===== src/rtl/adder_rr_scheduler_pkg.sv =====
// Shared constants and the result-slot state encoding for the shared-adder scheduler.
// No logic lives here.
package adder_rr_scheduler_pkg;

    localparam int WIDTH_DEF = 8;
    localparam int CNT_W_DEF = 16;

    typedef enum logic {
        ST_IDLE = 1'b0,
        ST_HOLD = 1'b1
    } state_e;

endpackage


===== src/rtl/adder_8bit.sv =====
// 8-bit adder with the carry kept as bit 8.
// Purely combinational; there is no backpressure.
module adder_8bit (
    input  logic [7:0] a_i,
    input  logic [7:0] b_i,
    output logic [8:0] sum_o
);

    assign sum_o = {1'b0, a_i} + {1'b0, b_i};

endmodule


===== src/rtl/adder_rr_scheduler_rr_pick.sv =====
// Rotating-priority picker: grants the first set request at or after ptr, wrapping at N-1.
// Purely combinational; there is no backpressure.
module rr_pick #(
    parameter int N    = 4,
    parameter int ID_W = 2
) (
    input  logic [N-1:0]    req_i,
    input  logic [ID_W-1:0] ptr_i,
    output logic [N-1:0]    grant_o,
    output logic [ID_W-1:0] idx_o
);

    int               c;
    logic             found;
    logic [ID_W-1:0]  cand;

    always_comb begin
        grant_o = '0;
        idx_o   = '0;
        found   = 1'b0;
        c       = 0;
        cand    = '0;
        for (int i = 0; i < N; i++) begin
            // Explicit wrap so that a non-power-of-two N never indexes past N-1.
            c = int'(ptr_i) + i;
            if (c >= N) c = c - N;
            cand = ID_W'(c);
            if (!found && req_i[cand]) begin
                found         = 1'b1;
                grant_o[cand] = 1'b1;
                idx_o         = cand;
            end
        end
    end

endmodule


===== src/rtl/adder_rr_scheduler.sv =====
// Shares one 8-bit adder among NUM_REQ requesters with round-robin arbitration and a one-entry result slot.
// Latency is one cycle from accept to rsp_valid, and a full slot with rsp_ready low blocks every grant.
module adder_rr_scheduler
    import adder_rr_scheduler_pkg::*;
#(
    parameter int NUM_REQ = 4,
    parameter int WIDTH   = WIDTH_DEF,
    parameter int CNT_W   = CNT_W_DEF,
    localparam int ID_W   = $clog2(NUM_REQ)
) (
    input  logic                     clk,
    input  logic                     rst_n,
    input  logic [NUM_REQ-1:0]       req_valid,
    input  logic [NUM_REQ*WIDTH-1:0] req_a,
    input  logic [NUM_REQ*WIDTH-1:0] req_b,
    output logic [NUM_REQ-1:0]       req_ready,
    output logic                     rsp_valid,
    output logic [WIDTH:0]           rsp_sum,
    output logic [ID_W-1:0]          rsp_id,
    input  logic                     rsp_ready,
    output logic [CNT_W-1:0]         op_count
);

    state_e             state_q;
    logic [ID_W-1:0]    rr_ptr_q, rr_ptr_d;
    logic [WIDTH:0]     rsp_sum_q;
    logic [ID_W-1:0]    rsp_id_q;
    logic [CNT_W-1:0]   op_count_q;

    logic [NUM_REQ-1:0] grant;
    logic [ID_W-1:0]    gidx;
    logic               can_accept;
    logic               accept;
    logic [WIDTH-1:0]   sel_a, sel_b;
    logic [WIDTH:0]     sum_d;

    rr_pick #(
        .N    (NUM_REQ),
        .ID_W (ID_W)
    ) u_pick (
        .req_i   (req_valid),
        .ptr_i   (rr_ptr_q),
        .grant_o (grant),
        .idx_o   (gidx)
    );

    assign can_accept = (state_q == ST_IDLE) || rsp_ready;
    assign req_ready  = (rst_n && can_accept) ? grant : '0;
    assign accept     = |req_ready;

    // AND-OR operand mux keeps req_ready independent of operand values.
    always_comb begin
        sel_a = '0;
        sel_b = '0;
        for (int i = 0; i < NUM_REQ; i++) begin
            if (grant[i]) begin
                sel_a = sel_a | req_a[i*WIDTH +: WIDTH];
                sel_b = sel_b | req_b[i*WIDTH +: WIDTH];
            end
        end
    end

    adder_8bit u_add (
        .a_i   (sel_a),
        .b_i   (sel_b),
        .sum_o (sum_d)
    );

    assign rr_ptr_d = (gidx == ID_W'(NUM_REQ - 1)) ? '0 : gidx + ID_W'(1);

    always_ff @(posedge clk) begin
        if (!rst_n) begin
            state_q    <= ST_IDLE;
            rr_ptr_q   <= '0;
            rsp_sum_q  <= '0;
            rsp_id_q   <= '0;
            op_count_q <= '0;
        end else begin
            case (state_q)
                ST_IDLE: begin
                    if (accept) begin
                        state_q    <= ST_HOLD;
                        rsp_sum_q  <= sum_d;
                        rsp_id_q   <= gidx;
                        rr_ptr_q   <= rr_ptr_d;
                        op_count_q <= op_count_q + CNT_W'(1);
                    end
                end
                ST_HOLD: begin
                    if (accept) begin
                        rsp_sum_q  <= sum_d;
                        rsp_id_q   <= gidx;
                        rr_ptr_q   <= rr_ptr_d;
                        op_count_q <= op_count_q + CNT_W'(1);
                    end else if (rsp_ready) begin
                        state_q <= ST_IDLE;
                    end
                end
                default: state_q <= ST_IDLE;
            endcase
        end
    end

    assign rsp_valid = (state_q == ST_HOLD);
    assign rsp_sum   = rsp_sum_q;
    assign rsp_id    = rsp_id_q;
    assign op_count  = op_count_q;

endmodule


===== config.mk =====
export PLATFORM = sky130hd
export DESIGN_NAME = adder_rr_scheduler
export DESIGN_NICKNAME = d
export VERILOG_FILES = /design/src/rtl/adder_rr_scheduler_pkg.sv /design/src/rtl/adder_8bit.sv /design/src/rtl/adder_rr_scheduler_rr_pick.sv /design/src/rtl/adder_rr_scheduler.sv
export SDC_FILE = /design/constraint.sdc
export NUM_CORES = 1
export LEC_CHECK = 0
export ABC_AREA = 1
export BUFFER_PORTS_ARGS = -buffer_cell sky130_fd_sc_hd__buf_2
export CORE_UTILIZATION = 51
export CTS_BUF_LIST = sky130_fd_sc_hd__clkbuf_8
export DETAILED_ROUTE_END_ITERATION = 16
export PLACE_DENSITY = 0.83
export SYNTH_ARGS = -nofsm -noshare
export SYNTH_HDL_FRONTEND = slang
export SYNTH_SLANG_ARGS = --single-unit

===== constraint.sdc =====
create_clock -name clk -period 4.5 [get_ports clk]
set_clock_uncertainty 0.15 [all_clocks]
set_input_delay 0.45 -clock clk [delete_from_list [all_inputs] [get_ports clk]]
set_output_delay 0.45 -clock clk [all_outputs]
set_load 0.01 [all_outputs]

==> flow_summary.yaml, run 1 <==
critical_path:
  crit_top_cell: "nand2_1"
  cp-start-kind: "flip-flop"
  critPathMaxStageDelay_ns: 0.49
  critPathKind: "flip-flop to flip-flop"
  crit_path_max_fanout: 18
  crit_required_ns: 4.56
  path_cells: "inv_2 -> ha_1 -> inv_1 -> nand3_1 -> nand2_1 -> nor2_8 -> nand3_1 -> nand3_2 -> nand2_1 -> nand4_1 -> ha_1 -> inv_1 -> fa_1 -> o21ai_0 -> nand2_1 -> nand2_1 -> a21oi_1 -> o21ai_0 -> a21o_1 -> nor2_1 -> nor2_1"
  slowest_stage: "dfxtp_1"
  end_kind: "flip-flop"
  cp.arrival_ns: 4.01
clock_network:
  clock-sinks: 30
  cts-root-buf: "clkbuf_8"
  clockBufferDepth: 2
  h-tree-depth: 2
  cts_made_buffers: 5
  path_clk_slew_ns: 0.06
  cts_hold_buf: 0
  cts_tree: "built"
  clkLatencyLatePin_ns: 0.28
timing:
  rsz0062_at_grt: "false"
  fin_crit_sh_pct: 87.7
  finalHoldViolCount: 0
  max_freq_mhz: 253
  finalSetupTns_ns: 0
  period_needed_ns: 3.95
  fin_ws_ns: 0.553
  setup-violations-final: 0
  worst_pin_slew_ns: 0.737
  maxSlewHeadroom_pct: 50.7
  slew_viol_final: 0
placed_design:
  portBuffers: 102
  hpwl_um: 4950
  place_congestion: 0.937
  pre_cts_slack_ns: 0.459
route:
  route.vias.total: 2901
  dr.pass1.iters: 5
  vias_per_cell: 5.04
  antenna_left: 0
  routed_wl_um: 6350
  drt_iter0_drc: 182
  routedWlPerCell_um: 11.0
  drc_errors: 0
status:
  status: "finished clean"
floorplanning:
  core-area_um2: 4820
  die_w_um: 73.6
  die_h_um: 73.6
  initial_core_util_pct: 54.3
  num_rows: 25
  pin_count: 103
  die-area_um2: 5420
power:
  powerDensity_nw_per_um2: 710
  peakVddDrop_uv: 402
  p_leak_nw: 1.67
global_route:
  grt_overflow: 0
  grt_max_degree: 33
  grtUsageTotal_pct: 25.0
  antenna_found_initial: 0
  grt_pass1_wl_um: 10800
  grt_pass1_vias: 2554
synthesis:
  synthTopCellsByArea: "dfxtp_1 23%, nand2_1 21%, ha_1 7.7%, a21oi_1 5.0%, nand3_1 5.0%"
  synth-seq-cells: 30
  synth_edf_count: 0
  syn_avg_cell_area_um2: 6.35
  seq_area_frac_synth_pct: 23.0
  syn_area_um2: 2620
  synth-async-reset-ratio_pct: 0
  yosys_most_used_dff: "dfxtp_1"
  synth_area_leader_cell: "dfxtp_1"
  synth_top_area_share_pct: 23.0
  synthCells: 412
  synth.net_count: 500
  synth.distinct_cells: 37
  ys_warn_count: 0
finish:
  fill_cells: 459
  n_antenna_cell: 0
  syn2layout_area_growth_pct: 23.3
  nets: 596
  layout-drive-gt1-share_pct: 25.9
  fin_util_pct: 66.9
min_path:
  min_path_type: "input pin to flip-flop"
job:
  drv_cap: 0
## flip-flops by register name, summed over array words and instances, names as in the netlist
signal and count:
rsp_id 2, rsp_sum 9, rsp_valid 1, rr_ptr_q 2
op_count 16
## final cells by class
cell class	instances	area, µm²	share of cell area, %
inverter	36	140	4.35
timing repair buffer	102	510	15.8
tap	67	83.8	2.60
clock inverter	2	8.76	0.272
clock buffer	6	82.6	2.56
multi-input combinational	333	1800	55.7
sequential	30	602	18.7
## cell usage after synthesis (2+ instances only)
cell type / count
nand2_2: 3
nand2_1: 149
a21oi_2: 3
nor2_4: 2
o21ai_0: 3
xor2_1: 12
nor2_1: 33
ha_1: 16
xnor2_1: 7
clkbuf_1: 6
nand3_2: 4
a21oi_1: 26
o21ai_1: 11
a21boi_0: 5
nand4_1: 15
a22o_1: 2
buf_2: 2
dfxtp_1: 30
inv_1: 33
nand3_1: 26
or2_2: 2
nor3_1: 4
buf_6: 3
inv_2: 2
## per-stage QoR
step,area [µm²],power [mW],std cells,hold WS (ns)
after floorplan,2620,1.77,412,0.337
after global placement,3130,2.04,568,0.303
after detailed placement,3130,2.08,568,0.307
after CTS,3220,2.30,576,0.271
after global routing,3220,2.55,576,0.299
final,3220,2.29,576,0.277
## cell usage in the layout, fill, tap and decap left out, types with 2 or more instances in the layout
| cell type | instances |
|---|---|
| o21ai_0 | 3 |
| nand2_1 | 149 |
| a21boi_0 | 5 |
| o21ai_1 | 11 |
| nor3_1 | 4 |
| a22o_1 | 2 |
| clkbuf_8 | 6 |
| a21oi_2 | 3 |
| nor2_1 | 33 |
| nor2_4 | 2 |
| nand2_2 | 3 |
| nand3_2 | 4 |
| inv_1 | 34 |
| ha_1 | 16 |
| nand4_1 | 15 |
| nand3_1 | 26 |
| a21oi_1 | 26 |
| buf_2 | 102 |
| or2_2 | 2 |
| xnor2_1 | 7 |
| xor2_1 | 12 |
| dfxtp_1 | 29 |
| inv_2 | 2 |
## worst paths after layout
path                                   from         end  cells past startpoint  slack, ns
worst max-delay path            rr_ptr_q[1]  rsp_sum[8]                     21       0.55
worst min-delay path              rsp_ready   rsp_valid                      4       0.28
worst max register to register  rr_ptr_q[1]  rsp_sum[8]                     21       0.55
worst min register to register   rsp_sum[2]  rsp_sum[2]                      2       0.31
## per-layer routing
layer	share of wire, %	wire length, µm	up-vias	GRT usage, %
met2	48	3050	105	44.5
met4	1.3	80	0	7.26
met5	0	0	-	0
li1	-	-	1523	-
met1	44	2810	1263	30.6
met3	6.5	413	10	4.39
## worst max-delay path, delay by kind of cell (launching register included)
family	cells	cell delay, ns
compound gates	4	0.64
fa+ha+maj	3	0.93
buf+inv	3	0.31
flops	1	0.49
simple gates	11	1.37
## kinds of logic after synthesis
group | share of synthesized area, %
AO/OA/AOI/OAI | 12.0
adder cells (fa/ha/maj) | 8.42
AND/OR/NAND/NOR | 41.9
XOR/XNOR | 6.36
flip-flops | 23.0
buffers and inverters | 8.33
## report_power, final
| group | total (mW) | internal (mW) | switching (mW) |
|---|---|---|---|
| registers | 0.372 | 0.322 | 0.0504 |
| logic | 1.70 | 0.631 | 1.07 |
| clock network | 0.216 | 0.121 | 0.0952 |
| total | 2.29 | 1.07 | 1.22 |
## repair_timing
item,in CTS,in global routing
buffers inserted,0,0
setup endpoints to repair,0,1
resized for setup,0,1
Power figures use the tool's default switching activity.
==> run 2, diff against run 1 <==
--- a/config.mk
+++ b/config.mk
@@ -11,6 +11,7 @@
 export CTS_BUF_LIST = sky130_fd_sc_hd__clkbuf_8
 export DETAILED_ROUTE_END_ITERATION = 16
 export PLACE_DENSITY = 0.83
+export RECOVER_POWER = 100
 export SYNTH_ARGS = -nofsm -noshare
 export SYNTH_HDL_FRONTEND = slang
 export SYNTH_SLANG_ARGS = --single-unit
==> constraint.sdc (replaced) <==
create_clock -name clk -period 4.5 [get_ports clk]
set_clock_uncertainty 0.15 [all_clocks]
set_input_delay 0.675 -clock clk [delete_from_list [all_inputs] [get_ports clk]]
set_output_delay 0.675 -clock clk [all_outputs]
set_load 0.01 [all_outputs]
==> run 2 against run 1 <==
Effect of this change:
- core utilization decreased by 0.70 points
- maximum frequency down 0.61%
- hold slack improved by 0.037 ns
- sequential power about the same
- first-iteration DRC count down 17%
- clock-buffer cell count is the same
- combinational power barely moved
- sequential share of layout area rose by 0.20 points
- worst setup slack got worse by 0.024 ns
- register-to-register slack got worse by 0.02 ns
- critical path depth unchanged
- design area is 1.0% lower
- largest power group unchanged
- highest routed layer unchanged
==> flow_summary.yaml, run 2 (synthesized netlist as in run 1, its figures left out) <==
status:
  status: "finished clean"
route:
  dr.pass1.iters: 4
  antenna_left: 0
  route.vias.total: 2949
  vias_per_cell: 5.11
  drc_errors: 0
  routedWlPerCell_um: 11.2
  drt_iter0_drc: 151
  routed_wl_um: 6460
min_path:
  hold_path_end: "rsp_sum[2]"
  worstHoldStart: "rsp_sum[2]"
  min_path_type: "flip-flop to flip-flop"
  min_path_cells: 2
timing:
  worst_hold_slack_ns: 0.314
  fin_crit_sh_pct: 88.3
  finalSetupTns_ns: 0
  worst_pin_slew_ns: 1.18
  finalHoldViolCount: 0
  rsz0062_at_grt: "false"
  setup-violations-final: 0
  max_freq_mhz: 252
  fin_ws_ns: 0.529
  maxSlewHeadroom_pct: 21.2
  period_needed_ns: 3.97
  slew_viol_final: 0
global_route:
  grt_pass1_wl_um: 10900
  grt_pass1_vias: 2588
  grtUsageTotal_pct: 25.4
  antenna_found_initial: 0
  grt_overflow: 0
  grt_max_degree: 33
clock_network:
  h-tree-depth: 2
  cts_hold_buf: 0
  clock-sinks: 30
  clkLatencyLatePin_ns: 0.28
  cts-root-buf: "clkbuf_8"
  cts_made_buffers: 5
  clockBufferDepth: 2
  cts_tree: "built"
  cts_setup_buffers: 0
  path_clk_slew_ns: 0.06
critical_path:
  setup.worst_path.start: "rr_ptr_q[1]"
  crit_required_ns: 4.56
  crit_path_max_fanout: 18
  rrSetupSlack_ns: 0.53
  cp-start-kind: "flip-flop"
  end_kind: "flip-flop"
  r2r_start: "rr_ptr_q[1]"
  cp.arrival_ns: 4.03
  reg2reg_to: "rsp_sum[7]"
  critPathKind: "flip-flop to flip-flop"
  reg2regPathDepth: 21
placed_design:
  portBuffers: 102
  place_congestion: 0.941
  postPlaceCellArea_um2: 3140
  pre_cts_slack_ns: 0.422
  dp.cells: 569
  hpwl_um: 5060
floorplanning:
  die_h_um: 73.6
  die-area_um2: 5420
  pin_count: 103
  core-area_um2: 4820
  die_w_um: 73.6
  num_rows: 25
  initial_core_util_pct: 54.3
finish:
  fin_area_um2: 3190
  final_cell_mix: "149 x nand2_1, 73 x buf_2, 34 x inv_1"
  fill_cells: 447
  largest_reg_flops: 16
  layout-drive-gt1-share_pct: 20.4
  fin_util_pct: 66.2
  syn2layout_area_growth_pct: 22.0
  n_antenna_cell: 0
  instances_no_fill: 577
  nets: 597
  final_common_cell: "nand2_1"
power:
  switching_share_pct: 53.6
  p_int_mw: 1.06
  powerDensity_nw_per_um2: 714
  p_seq_share_pct: 16.4
  peakVddDrop_uv: 443
  p_leak_nw: 1.55
  p_sw_mw: 1.22
  power_mw: 2.28
  power_frac_clock_pct: 9.4
  combPwrFrac_pct: 74.1
job:
  drv_cap: 0
[run 2: cell count changes in the layout (fill, tap and decap cells not counted)]
| cell | previous run | this run |
|---|---|---|
| buf_2 | 102 | 73 |
| buf_4 | 0 | 1 |
| clkbuf_1 | 0 | 29 |
| nor2_2 | 0 | 1 |
| nor2_4 | 2 | 1 |
| o21ai_0 | 3 | 9 |
| o21ai_1 | 11 | 5 |
[run 2: what timing repair did]
action                                 in CTS  in global routing
endpoints found under the hold margin       0                  0
resized for setup                           0                  1
setup endpoints to repair                   0                  1
[run 2: final cells by class]
| cell class | instances | area, µm² | area share [%] |
|---|---|---|---|
| repair buffers | 103 | 482 | 15.1 |
| flip-flops and latches | 30 | 602 | 18.9 |
| well taps | 67 | 83.8 | 2.63 |
| clock inverters | 2 | 8.76 | 0.275 |
| inverters | 36 | 140 | 4.39 |
| multi-input cells | 333 | 1790 | 56.2 |
| clock buffers | 6 | 82.6 | 2.59 |
[run 2: how the worst max path moves through the flow]
stage / to / slack, ns / depth (start not counted)
2_1_floorplan: rsp_sum[8] / 0.93 / 23
3_3_place_gp: rsp_sum[7] / 0.66 / 21
3_5_place_dp: rsp_sum[7] / 0.42 / 21
4_1_cts: rsp_sum[7] / 0.41 / 21
5_1_grt: rsp_sum[7] / 0.05 / 21
6_report: rsp_sum[7] / 0.53 / 21
[run 2: worst max-delay path: stages, from the launching register on]
cell and delay [ns]:
dfxtp_1 0.48, inv_2 0.15, ha_1 0.36, inv_1 0.13
nand3_1 0.09, nand2_1 0.15, nor2_4 0.08, a21oi_2 0.14
nand3_2 0.30, a22o_1 0.31, nor2_1 0.18, inv_1 0.07
ha_1 0.29, nand3_1 0.08, nand2_1 0.09, a21boi_0 0.29
o21bai_1 0.11, nand2_1 0.06, nand2_1 0.06, xor2_1 0.12
nand2_1 0.07, a21oi_1 0.14
[run 2: power by group through the flow]
stage	registers, mW	logic, mW	clock network [mW]
finish	0.374	1.69	0.215
global route	0.381	1.93	0.233
CTS	0.371	1.73	0.219
detailed placement	0.376	1.72	0
global placement	0.374	1.67	0
floorplan	0.382	1.39	0
[run 2: metal layers]
layer	up-vias	GRT usage [%]	share of wire, %	wire (µm)
li1	1523	-	-	-
met1	1299	30.7	44	2830
met2	113	43.9	48	3120
met3	14	5.21	6.1	396
met4	0	9.83	1.7	112
met5	-	0	0	0
==> run 3, diff against run 2 <==
--- a/config.mk
+++ b/config.mk
@@ -6,7 +6,7 @@
 export NUM_CORES = 1
 export LEC_CHECK = 0
 export ABC_AREA = 1
-export BUFFER_PORTS_ARGS = -buffer_cell sky130_fd_sc_hd__buf_2
+export BUFFER_PORTS_ARGS = -buffer_cell sky130_fd_sc_hd__buf_4
 export CORE_UTILIZATION = 51
 export CTS_BUF_LIST = sky130_fd_sc_hd__clkbuf_8
 export DETAILED_ROUTE_END_ITERATION = 16
==> run 3 against run 2 <==
Effect of this change:
- power up 3.3%
- non-clock buffer count did not move
- global-route usage grew 0.62 points
- sequential share of layout area is 1.2 points lower
- sequential power barely moved
- routed wire length rose by 5.7%
- register-to-register slack worse by 0.12 ns
- first-iteration DRC count rose by 38%
- die area stayed put
- clock-buffer cell count fell by 1
- worst setup slack worse by 0.12 ns
- flip-flop and latch count stayed put
- highest routed layer unchanged
==> flow_summary.yaml, run 3 (synthesized netlist as in run 1, its figures left out) <==
timing:
  finalSetupTns_ns: 0
  finalHoldViolCount: 0
  slew_viol_final: 0
  worst_pin_slew_ns: 1.22
  maxSlewHeadroom_pct: 18.5
  rsz0062_at_grt: "false"
  period_needed_ns: 4.09
  max_freq_mhz: 245
  setup-violations-final: 0
  fin_crit_sh_pct: 90.9
placed_design:
  portBuffers: 102
  hpwl_um: 5330
  place_congestion: 0.891
global_route:
  grt_max_degree: 33
  gr-usage-met2_pct: 46.7
  busiest_layer: "met2"
  grtUsageTotal_pct: 26.0
  grt_use_met3_pct: 7.68
  antenna_found_initial: 0
  grt_pass1_vias: 2732
  grt_overflow: 0
  grt_pass1_wl_um: 11200
  gr-usage-met1_pct: 29.5
clock_network:
  clkLatencyLatePin_ns: 0.29
  clock-sinks: 30
  cts_made_buffers: 5
  h-tree-depth: 2
  cts_setup_buffers: 0
  cts_resized: 0
  cts_tree: "built"
  cts_hold_buf: 0
  cts-root-buf: "clkbuf_8"
  path_clk_slew_ns: 0.07
  clockBufferDepth: 2
power:
  powerDensity_nw_per_um2: 694
  power_mw: 2.35
  peakVddDrop_uv: 407
  p_leak_nw: 1.61
critical_path:
  critPathMaxStageDelay_ns: 0.66
  crit_path_max_fanout: 18
  crit_required_ns: 4.58
  cp.arrival_ns: 4.17
  path_cells: "inv_6 -> ha_1 -> inv_1 -> nand3_1 -> nand2_1 -> nor2_4 -> a21oi_2 -> nand3_2 -> a22o_1 -> nor2_1 -> inv_1 -> ha_1 -> nand3_1 -> nand2_1 -> a21boi_0 -> o21bai_1 -> nand2_1 -> nand2_1 -> xor2_1 -> nand2_1 -> a21oi_1"
  cp-start-kind: "flip-flop"
  rrSetupSlack_ns: 0.41
  crit_top_cell: "nand2_1"
  setup.worst_path.start: "rr_ptr_q[0]"
  end_kind: "flip-flop"
  reg2regPathDepth: 21
  r2r_start: "rr_ptr_q[0]"
  slowest_stage: "dfxtp_1"
  reg2reg_to: "rsp_sum[7]"
  critPathKind: "flip-flop to flip-flop"
  cp-endpoint: "rsp_sum[7]"
floorplanning:
  core-area_um2: 4820
  die_w_um: 73.6
  num_rows: 25
  die_h_um: 73.6
  initial_core_util_pct: 54.3
  pin_count: 103
  die-area_um2: 5420
job:
  drv_cap: 0
finish:
  largest_reg_flops: 16
  final_cell_mix: "149 x nand2_1, 74 x buf_4, 34 x inv_1"
  layout-drive-gt1-share_pct: 20.2
  fill_cells: 461
  final_common_cell: "nand2_1"
  nets: 597
  syn2layout_area_growth_pct: 29.7
  n_antenna_cell: 0
  fin_util_pct: 70.4
status:
  status: "finished clean"
route:
  routedWlPerCell_um: 11.8
  route.vias.total: 2957
  vias_per_cell: 5.12
  routed_wl_um: 6820
  drt_iter0_drc: 208
  drc_errors: 0
  dr.pass1.iters: 6
  antenna_left: 0
min_path:
  min_path_type: "flip-flop to flip-flop"
## run 3: cell types whose count changed in the layout (fill, tap and decap cells not counted), sizes merged
cell	before	now
bufinv	0	1
clkbuf	35	34
clkinv	1	0
clkinvlp	0	1
## run 3: worst min path at each step
stage,startpoint,depth (start not counted),endpoint
finish,rsp_sum[7],2,rsp_sum[7]
global route,rsp_sum[7],2,rsp_sum[7]
CTS,rsp_sum[7],2,rsp_sum[7]
detailed placement,rsp_sum[7],2,rsp_sum[7]
global placement,rsp_sum[2],2,rsp_sum[2]
floorplan,rsp_sum[2],2,rsp_sum[2]
## run 3: stage by stage
| step | instance area [µm²] | hold slack, ns | setup WS [ns] | std cells |
|---|---|---|---|---|
| after floorplan | 2620 | 0.337 | 0.929 | 412 |
| after global placement | 3390 | 0.306 | 0.652 | 569 |
| after detailed placement | 3390 | 0.311 | 0.438 | 569 |
| after CTS | 3500 | 0.322 | 0.424 | 577 |
| after global routing | 3390 | 0.337 | 0.0145 | 577 |
| final | 3390 | 0.318 | 0.411 | 577 |
## run 3: cell type report
| cell class | count | area (µm²) | share of cell area, % |
|---|---|---|---|
| Clock buffer | 5 | 68.8 | 2.03 |
| Clock inverter | 3 | 41.3 | 1.22 |
| Inverter | 36 | 140 | 4.13 |
| Multi-Input combinational cell | 333 | 1790 | 52.8 |
| Sequential cell | 30 | 601 | 17.7 |
| Tap cell | 67 | 83.8 | 2.47 |
| Timing Repair Buffer | 103 | 664 | 19.6 |
## run 3: worst max-delay path: cells and delay by family (launching register included)
family	cells	cell delay [ns]
compound gates	5	0.96
flops	1	0.66
simple gates	10	1.17
buf+inv	3	0.30
xor+xnor	1	0.12
fa+ha+maj	2	0.66
## run 3: metal layers
metal | wire length, µm | vias to the layer above
li1 | - | 1522
met1 | 2870 | 1310
met2 | 3370 | 111
met3 | 449 | 14
met4 | 133 | 0
met5 | 0 | -
## run 3: report_power, final
| part | leakage (nW) | switching (mW) | internal, mW |
|---|---|---|---|
| registers | 0.245 | 0.0523 | 0.321 |
| logic | 1.31 | 1.07 | 0.638 |
| clock network | 0.0556 | 0.105 | 0.163 |
| total | 1.61 | 1.23 | 1.12 |
